--- config.mk ---
export PLATFORM = sky130hd
export DESIGN_NAME = obf_insnseq
export DESIGN_NICKNAME = d
export VERILOG_FILES = /design/src/rtl/obf_insnseq.sv
export SDC_FILE = /design/constraint.sdc
export NUM_CORES = 1
export LEC_CHECK = 0
export CAP_MARGIN = 20
export CORE_MARGIN = 3
export CORE_UTILIZATION = 60
export DETAILED_ROUTE_END_ITERATION = 7
export DONT_BUFFER_PORTS = 1
export PLACE_DENSITY = 0.76
export SYNTH_ARGS = -nofsm -noshare
export SYNTH_HDL_FRONTEND = slang
export SYNTH_SLANG_ARGS = --single-unit
export TNS_END_PERCENT = 30
--- constraint.sdc ---
create_clock -name clk -period 2.6 [get_ports clk]
set_input_delay 0.26 -clock clk [delete_from_list [all_inputs] [get_ports clk]]
set_output_delay 0.26 -clock clk [all_outputs]
set_load 0.02 [all_outputs]
--- src/rtl/obf_insnseq.sv ---
// Multi-cycle obfuscated-instruction sequencer: takes one reference instruction and walks the
// pseudo-PC through an external substitution LUT, emitting one obfuscated word per handshake.
module obf_insnseq #(
  parameter int PPC_WIDTH  = 4,
  parameter int KEY_WIDTH  = 8,
  parameter int TYPE_WIDTH = 2,
  parameter int MAX_LEN    = 8
) (
  input  logic                    clk,
  input  logic                    rst_n,
  input  logic                    flush,
  input  logic                    obf_en,
  input  logic [KEY_WIDTH-1:0]    obf_key,
  input  logic                    in_valid,
  output logic                    in_ready,
  input  logic [31:0]             in_insn,
  output logic [31:0]             lut_insn,
  output logic [PPC_WIDTH-1:0]    lut_ppc,
  output logic [KEY_WIDTH-1:0]    lut_key,
  input  logic [TYPE_WIDTH+12:0]  lut_sub,
  input  logic [15:0]             lut_imm,
  output logic                    out_valid,
  input  logic                    out_ready,
  output logic [31:0]             out_insn,
  output logic [PPC_WIDTH-1:0]    out_ppc,
  output logic                    out_last,
  output logic                    out_skip,
  output logic                    err_len
);

  localparam logic [5:0] OPC_ALU   = 6'h38;
  localparam logic [5:0] OPC_MOVHI = 6'h06;
  localparam logic [5:0] OPC_RFE   = 6'h09;

  localparam logic [TYPE_WIDTH-1:0] TYPE_A = TYPE_WIDTH'(0);
  localparam logic [TYPE_WIDTH-1:0] TYPE_I = TYPE_WIDTH'(1);
  localparam logic [TYPE_WIDTH-1:0] TYPE_M = TYPE_WIDTH'(2);

  localparam logic [PPC_WIDTH-1:0] PPC_MAX = PPC_WIDTH'(MAX_LEN - 1);

  typedef enum logic {S_IDLE, S_GEN} state_t;

  state_t                 state_q, state_d;
  logic [31:0]            ref_q;
  logic [KEY_WIDTH-1:0]   key_q;
  logic [PPC_WIDTH-1:0]   ppc_q;
  logic                   en_q;

  logic [TYPE_WIDTH-1:0]  lut_type;
  logic [11:0]            lut_cmd;
  logic                   lut_last;
  logic                   at_max, eff_last;
  logic                   accept, advance, set_err;

  // Stores and non-immediate formats carry a split immediate around the rB field.
  function automatic logic [15:0] ref_imm(input logic [31:0] r);
    logic is_i;
    is_i = (r[31:30] == 2'b10) || (r[31:26] == OPC_MOVHI) || (r[31:26] == OPC_RFE);
    return is_i ? r[15:0] : {r[25:21], r[10:0]};
  endfunction

  function automatic logic [31:0] form_insn(input logic [TYPE_WIDTH-1:0] t,
                                            input logic [11:0] cmd,
                                            input logic [15:0] imm,
                                            input logic [31:0] r);
    logic [4:0]  d, a, b;
    logic [15:0] i;
    logic [31:0] w;
    d = cmd[3] ? 5'd0 : r[25:21];
    case (cmd[2:1])
      2'b00:   a = r[20:16];
      2'b01:   a = r[15:11];
      2'b10:   a = r[25:21];
      default: a = 5'd0;
    endcase
    b = cmd[0] ? 5'd0 : r[15:11];
    i = cmd[5] ? imm : (cmd[4] ? 16'd0 : ref_imm(r));
    if (t == TYPE_A)      w = {OPC_ALU, d, a, b, 1'b0, cmd[11:8], 2'b00, cmd[7:4]};
    else if (t == TYPE_I) w = {cmd[11:6], d, a, i};
    else if (t == TYPE_M) w = {cmd[11:6], i[15:11], a, b, i[10:0]};
    else                  w = r;
    return w;
  endfunction

  assign lut_type = lut_sub[TYPE_WIDTH+12:13];
  assign lut_cmd  = lut_sub[12:1];
  assign lut_last = lut_sub[0];

  assign at_max   = (ppc_q == PPC_MAX);
  assign eff_last = (en_q ? lut_last : 1'b1) | at_max;

  assign lut_insn = ref_q;
  assign lut_ppc  = ppc_q;
  assign lut_key  = key_q;

  assign out_insn = en_q ? form_insn(lut_type, lut_cmd, lut_imm, ref_q) : ref_q;
  assign out_ppc  = ppc_q;
  assign out_last = eff_last;
  assign out_skip = en_q & ((lut_type == TYPE_I) | (lut_type == TYPE_M)) & lut_cmd[5];

  always_comb begin
    state_d   = state_q;
    in_ready  = 1'b0;
    out_valid = 1'b0;
    accept    = 1'b0;
    advance   = 1'b0;
    set_err   = 1'b0;
    case (state_q)
      S_IDLE: begin
        in_ready = 1'b1;
        if (in_valid && !flush) begin
          accept  = 1'b1;
          state_d = S_GEN;
        end
      end
      S_GEN: begin
        out_valid = 1'b1;
        in_ready  = out_ready & eff_last & ~flush;
        if (out_ready && !flush) begin
          if (eff_last) begin
            set_err = en_q & ~lut_last & at_max;
            if (in_valid) accept = 1'b1;
            else          state_d = S_IDLE;
          end else begin
            advance = 1'b1;
          end
        end
      end
      default: state_d = S_IDLE;
    endcase
    // Flush overrides everything, including a simultaneous output or input handshake.
    if (flush) state_d = S_IDLE;
  end

  always_ff @(posedge clk or negedge rst_n) begin
    if (!rst_n) begin
      state_q <= S_IDLE;
      ref_q   <= '0;
      key_q   <= '0;
      ppc_q   <= '0;
      en_q    <= 1'b0;
      err_len <= 1'b0;
    end else begin
      state_q <= state_d;
      if (accept) begin
        ref_q <= in_insn;
        key_q <= obf_key;
        en_q  <= obf_en;
        ppc_q <= '0;
      end else if (advance) begin
        ppc_q <= ppc_q + PPC_WIDTH'(1);
      end
      if (set_err) err_len <= 1'b1;
    end
  end

endmodule

==> results of run 1 <==
## power by group through the flow
| stage | registers (mW) | clock network [mW] | logic (mW) |
|---|---|---|---|
| 2_1_floorplan | 1.11 | 0 | 0.591 |
| 6_report | 1.15 | 0.510 | 0.736 |
| 5_1_grt | 1.17 | 0.545 | 0.788 |
| 3_5_place_dp | 1.17 | 0 | 0.705 |
| 3_3_place_gp | 1.16 | 0 | 0.690 |
| 4_1_cts | 1.15 | 0.521 | 0.728 |
## logic make-up (layout without fill, tap and decap cells)
family	after synthesis	after routing	synth area share
xor gates and xnor gates	3	3	0.00924
muxes	47	47	0.183
AOI/OAI and AO/OA	79	79	0.204
buffers and inverters	26	30	0.0501
adders and majority gates	4	4	0.0176
DFF	47	47	0.413
and+or+nand+nor	59	59	0.123
## worst paths after layout
check / startpoint / slack [ns] / cells past startpoint / to
worst max-delay path: lut_insn[28] / 0.07 / 5 / out_insn[13]
worst min-delay path: obf_en / 0.11 / 1 / en_q
worst max register to register: lut_ppc[3] / 0.50 / 5 / lut_insn[4]
worst min register to register: err_len / 0.62 / 1 / err_len
max in group asynchronous: rst_n / 1.90 / 2 / lut_insn[26]
min in group asynchronous: rst_n / 0.46 / 2 / err_len
## worst reg2reg max path: cells and delay by family, from the launching register on
kind,cells,cell delay (ns)
AND/OR/NAND/NOR,1,0.37
AO/OA/AOI/OAI,2,0.36
buffers and inverters,1,0.28
flip-flops,1,0.57
multiplexers,1,0.41
## flip-flops by register name, summed over array words and instances (netlist names)
signal and cells:
en_q 1, err_len 1, lut_insn 32, lut_key 8, lut_ppc 4, state_q 1
## what timing repair did
| action | 4_1_cts | 5_1_grt |
|---|---|---|
| setup buffers | 0 | 0 |
| resized for setup | 0 | 3 |
| hold endpoints to repair | 47 | 1 |
| endpoints found under the setup margin | 0 | 8 |
| hold buffers | 2 | 1 |
## through the flow
step | hold slack (ns) | cells
after global placement | -0.0346 | 311
after global routing | 0.0954 | 321
after floorplan | -0.0356 | 265
after CTS | 0.00749 | 320
final | 0.114 | 321
after detailed placement | -0.0346 | 311
## per-layer routing
layer	vias up	part of all wire	GRT usage
li1	997	-	-
met3	23	0.10	0.0895
met2	154	0.49	0.414
met4	0	0.027	0.109
met1	1094	0.38	0.344
met5	-	0	0
## Yosys cell counts (all sizes together), types with 4 or more instances
master   n
nand2b   6
nor2     8
nor2b    9
o21ai   25
a21oi    6
nand2    7
a22oi    9
o32ai    4
ha       4
buf      9
and2     9
a221o    7
a21boi   4
clkbuf  11
a22o     6
mux2    41
and3     9
mux2i    6
a31oi    6
inv      6
dfrtp   47
## final cells by class
class                   count  area share
multi-input cells         192       0.500
flip-flops and latches     47       0.384
repair buffers             17      0.0539
clock buffers               6      0.0237
well taps                  52      0.0212
clock inverters             1     0.00979
inverters                   6     0.00734
==> results.cfg, run 1 <==
[finish]
final_cell_mix = 46 x dfrtp_1, 41 x mux2_2, 14 x o21ai_0, 13 x buf_4
diodes = 0
nNetsFinal = 350
seq_area_sq_mm = 0.00118
drive_gt1_frac = 0.260
area_delta_synth_final_pct = 7.78
n_fill_cell = 350
multi_input_area_sq_mm = 0.00153
stdcell_area_sq_mm = 0.00307
final_common_cell = dfrtp_1
post-route-util = 0.685

[setup_path]
crit_path_end_kind = primary output
crit_type = register to primary output
cp_slowest_stage_delay_ns = 0.58
worstPathArrival_ns = 2.27
slowest_stage = or4bb_1
critPathRequiredTime_ns = 2.34
critPathTopFamily = simple AND/OR/NAND/NOR gates
cp_cell_sequence = or4bb_1, a31oi_4, mux2i_1, o21ai_1, buf_4
cp-start-kind = register
cp_max_fo = 5
worst-path-buf-inv = 1

[synth]
synth_area_leaders = dfrtp_1 41%, mux2_2 16%, a221o_1 2.5%
synth-edff-count = 0
yosysUniqueCellTypes = 46
yosys.area.top_type = dfrtp_1
synth_top_area_share = 0.413
ys_async_sr_fraction = 1.00
ys_seq_area_frac = 0.413
synth_nets = 346
syn_area_sq_mm = 0.00285
avgSynthCellArea_sq_um = 10.7
ys_ff_latch = 47
synth_ff_type = dfrtp_1
yosysWarnings = 0
syn_inst = 265

[placement]
dp.final_hpwl_mm = 5.75
gp_congestion = 0.861
place_ws_ns = 0.383
numPortBuffers = 0
place_area_sq_mm = 0.00291

[routing]
vias_per_cell = 7.07
drt_first_pass_iters = 6
antenna_left = 0
dr.first_iter.drc_count = 182
avgRoutedWirePerCell_microns = 24.1
vias = 2268
drt-total-wl_mm = 7.75
drc = 0

[sta]
hold_viol = 0
relSlewSlack = 0.577
fmax_ghz = 0.395
fin_crit_sh = 0.972
slew_violations = 0
min_period_ns = 2.53
rsz0062_at_grt = yes
fin_setup_tns_ns = 0
setup_violations = 0
setup_ws_ns = 0.0715
skew_ns = 0.00793
tightest_slew_ns = 0.627

[cts]
clk_pin_slew_ns = 0.09
cts_made_buffers = 5
clock_insertion_delay_worst_skew_ns = 0.29
cts_tree = yes
clk_path_buf_depth = 2
cts_root_buf = clkbuf_8
ctsHtreeMaxLevel = 2
clkSinkCount = 47

[global_route]
grt_max_degree = 48
track_usage = 0.267
grt_pass1_wl_mm = 11.2
grt_overflow = 0
antenna_found_initial = 0
grt_pass1_vias = 2171

[job]
maxCapViolCount = 0

[floorplan]
core_sq_mm = 0.00447
die_h_microns = 74.9
initial_core_util = 0.636
fp.dieW_microns = 74.9
ios = 162
num_rows = 24
die_area_sq_mm = 0.00560

[power]
seqPwrFrac = 0.481
leakagePower_nw = 1.27
power_mw = 2.40
peakVddDrop_uv = 470
power_density_mw_per_mm2 = 782
p_sw_mw = 0.958
pwr-share-clk = 0.213
switching_share = 0.399
p_int_mw = 1.44
p_comb_frac = 0.307

[min_path]
hp-class = input pin to register

[status]
status = complete, no violations
No activity file was read; power rests on OpenSTA's default activity.
==> run 2: changes to the inputs <==
--- a/config.mk
+++ b/config.mk
@@ -8,6 +8,7 @@
 export CAP_MARGIN = 20
 export CORE_MARGIN = 3
 export CORE_UTILIZATION = 60
+export CTS_BUF_LIST = sky130_fd_sc_hd__clkbuf_2
 export DETAILED_ROUTE_END_ITERATION = 7
 export DONT_BUFFER_PORTS = 1
 export PLACE_DENSITY = 0.76
==> run 2 against run 1 <==
- cell count increased by 13%
- combinational power is 14% higher
- the flow now finishes with violations (negative setup slack)
- critical path depth up 1
- largest cell class unchanged
- first-iteration DRC count is 37% higher
==> results.cfg, run 2 (synthesis results as in run 1) <==
[finish]
diodes = 0
stdcell_area_sq_mm = 0.00351
largest_register_ffs = 32
area_delta_synth_final_pct = 23.4
final_cell_mix = 44 x dlygate4sd3_1, 42 x dfrtp_1, 41 x mux2_2, 14 x o21ai_0, 13 x buf_4
nNetsFinal = 393
n_fill_cell = 285
drive_gt1_frac = 0.279
final_common_cell = dlygate4sd3_1
post-route-util = 0.785

[sta]
tightest_slew_ns = 0.657
min_period_ns = 2.60
rsz0062_at_grt = yes
relSlewSlack = 0.557
setup_violations = 1
fin_crit_sh = 1.00
setup_ws_ns = -0.00463
hold_viol = 0
fmax_ghz = 0.384
skew_ns = 0.0126
slew_violations = 0

[routing]
drt-total-wl_mm = 8.56
vias = 2530
vias_per_cell = 6.95
drc = 0
antenna_left = 0
drt_first_pass_iters = 5
avgRoutedWirePerCell_microns = 23.5
dr.first_iter.drc_count = 249

[power]
pwr-share-clk = 0.162
leakagePower_nw = 1.45
p_comb_frac = 0.351
switching_share = 0.419
peakVddDrop_uv = 515
p_int_mw = 1.39
p_sw_mw = 1.00
power_density_mw_per_mm2 = 682
seqPwrFrac = 0.487

[global_route]
antenna_found_initial = 0
track_usage = 0.297
grt_pass1_vias = 2498
grt_max_degree = 48
grt_overflow = 0
grt_pass1_wl_mm = 12.5

[setup_path]
cp_slowest_stage_delay_ns = 0.57
crit_path_end_kind = primary output
cp-start-kind = register
worstPathArrival_ns = 2.34
critPathRequiredTime_ns = 2.34
slowest_stage = or4bb_4
critPathTopFamily = simple AND/OR/NAND/NOR gates
cp_cell_sequence = or4bb_4, a31oi_4, buf_12, mux2i_2, o21ai_1, buf_4
cp_max_fo = 5
worst-path-buf-inv = 2
crit_type = register to primary output

[status]
violations = negative setup slack
status = complete, but fails checks

[placement]
place_area_sq_mm = 0.00291
gp_congestion = 0.861
numPortBuffers = 0
dp.final_hpwl_mm = 5.75

[floorplan]
die_area_sq_mm = 0.00560
initial_core_util = 0.636
num_rows = 24
core_sq_mm = 0.00447
ios = 162
die_h_microns = 74.9
fp.dieW_microns = 74.9

[cts]
ctsHtreeMaxLevel = 2
clk_pin_slew_ns = 0.23
clock_insertion_delay_worst_skew_ns = 0.41
cts_made_buffers = 5
clk_path_buf_depth = 2
cts_root_buf = clkbuf_2
cts_tree = yes
clkSinkCount = 47

[min_path]
hp-class = input pin to register

[job]
maxCapViolCount = 0
## run 2: changes by cell type in the layout (fill, tap and decap cells not counted), moves of 4 or more
cell and delta:
clkbuf_8 -5, dlygate4sd3_1 +42, clkbuf_2 +6, o21ai_2 +6, dfrtp_1 -4, o21ai_1 -6, dfrtp_2 +4
## run 2: worst paths after layout
path	start	to	slack (ns)	cells after the start
worst max-delay path	lut_insn[27]	out_insn[13]	-0.005	6
worst min-delay path	lut_sub[0]	err_len	0.12	2
worst max register to register	lut_ppc[3]	lut_insn[4]	0.48	5
worst min register to register	err_len	err_len	0.65	1
max in group asynchronous	rst_n	lut_insn[28]	2.05	2
min in group asynchronous	rst_n	lut_ppc[0]	0.30	2
## run 2: area by class of cell
cell class                 count  area [sq um]  area share
timing repair buffer          60           606       0.172
inverter                       6          22.5     0.00641
clock buffer                   6          30.0     0.00855
tap                           52          65.1      0.0185
clock inverter                 1          30.0     0.00855
multi-input combinational    192          1580       0.449
sequential                    47          1180       0.337
## run 2: per-layer routing
layer,part of all wire,track usage
met1,0.36,0.355
met2,0.49,0.480
met3,0.11,0.113
met4,0.038,0.128
met5,0,0
## run 2: what timing repair did
item,CTS,global route
resized for setup,12,6
setup endpoints to repair,10,25
hold buffers,44,1
hold endpoints to repair,89,1
setup buffers,0,1
pin swaps,3,2
## run 2: power by group through the flow
stage | clock network [mW] | registers (mW) | logic (mW)
global route | 0.422 | 1.18 | 0.897
CTS | 0.390 | 1.15 | 0.798
finish | 0.389 | 1.17 | 0.841
detailed placement | 0 | 1.17 | 0.705
floorplan | 0 | 1.11 | 0.591
global placement | 0 | 1.16 | 0.690
## run 2: through the flow
step                hold WS (ns)  setup WS, ns  setup TNS (ns)  total power, mW  std cells
finish                     0.118      -0.00463        -0.00463             2.40        364
global route              0.0634       -0.0916          -0.651             2.50        364
CTS                      0.00404       -0.0536          -0.331             2.34        362
detailed placement       -0.0346         0.383               0             1.87        311
global placement         -0.0346         0.385               0             1.85        311
floorplan                -0.0356         0.472               0             1.70        265
==> run 3: changes to the inputs <==
--- a/config.mk
+++ b/config.mk
@@ -9,6 +9,7 @@
 export CORE_MARGIN = 3
 export CORE_UTILIZATION = 60
 export CTS_BUF_LIST = sky130_fd_sc_hd__clkbuf_2
+export CTS_CLUSTER_DIAMETER = 200
 export DETAILED_ROUTE_END_ITERATION = 7
 export DONT_BUFFER_PORTS = 1
 export PLACE_DENSITY = 0.76
==> results of run 3 <==
No change in the layout: final DEF, timing and power equal those of run 2.
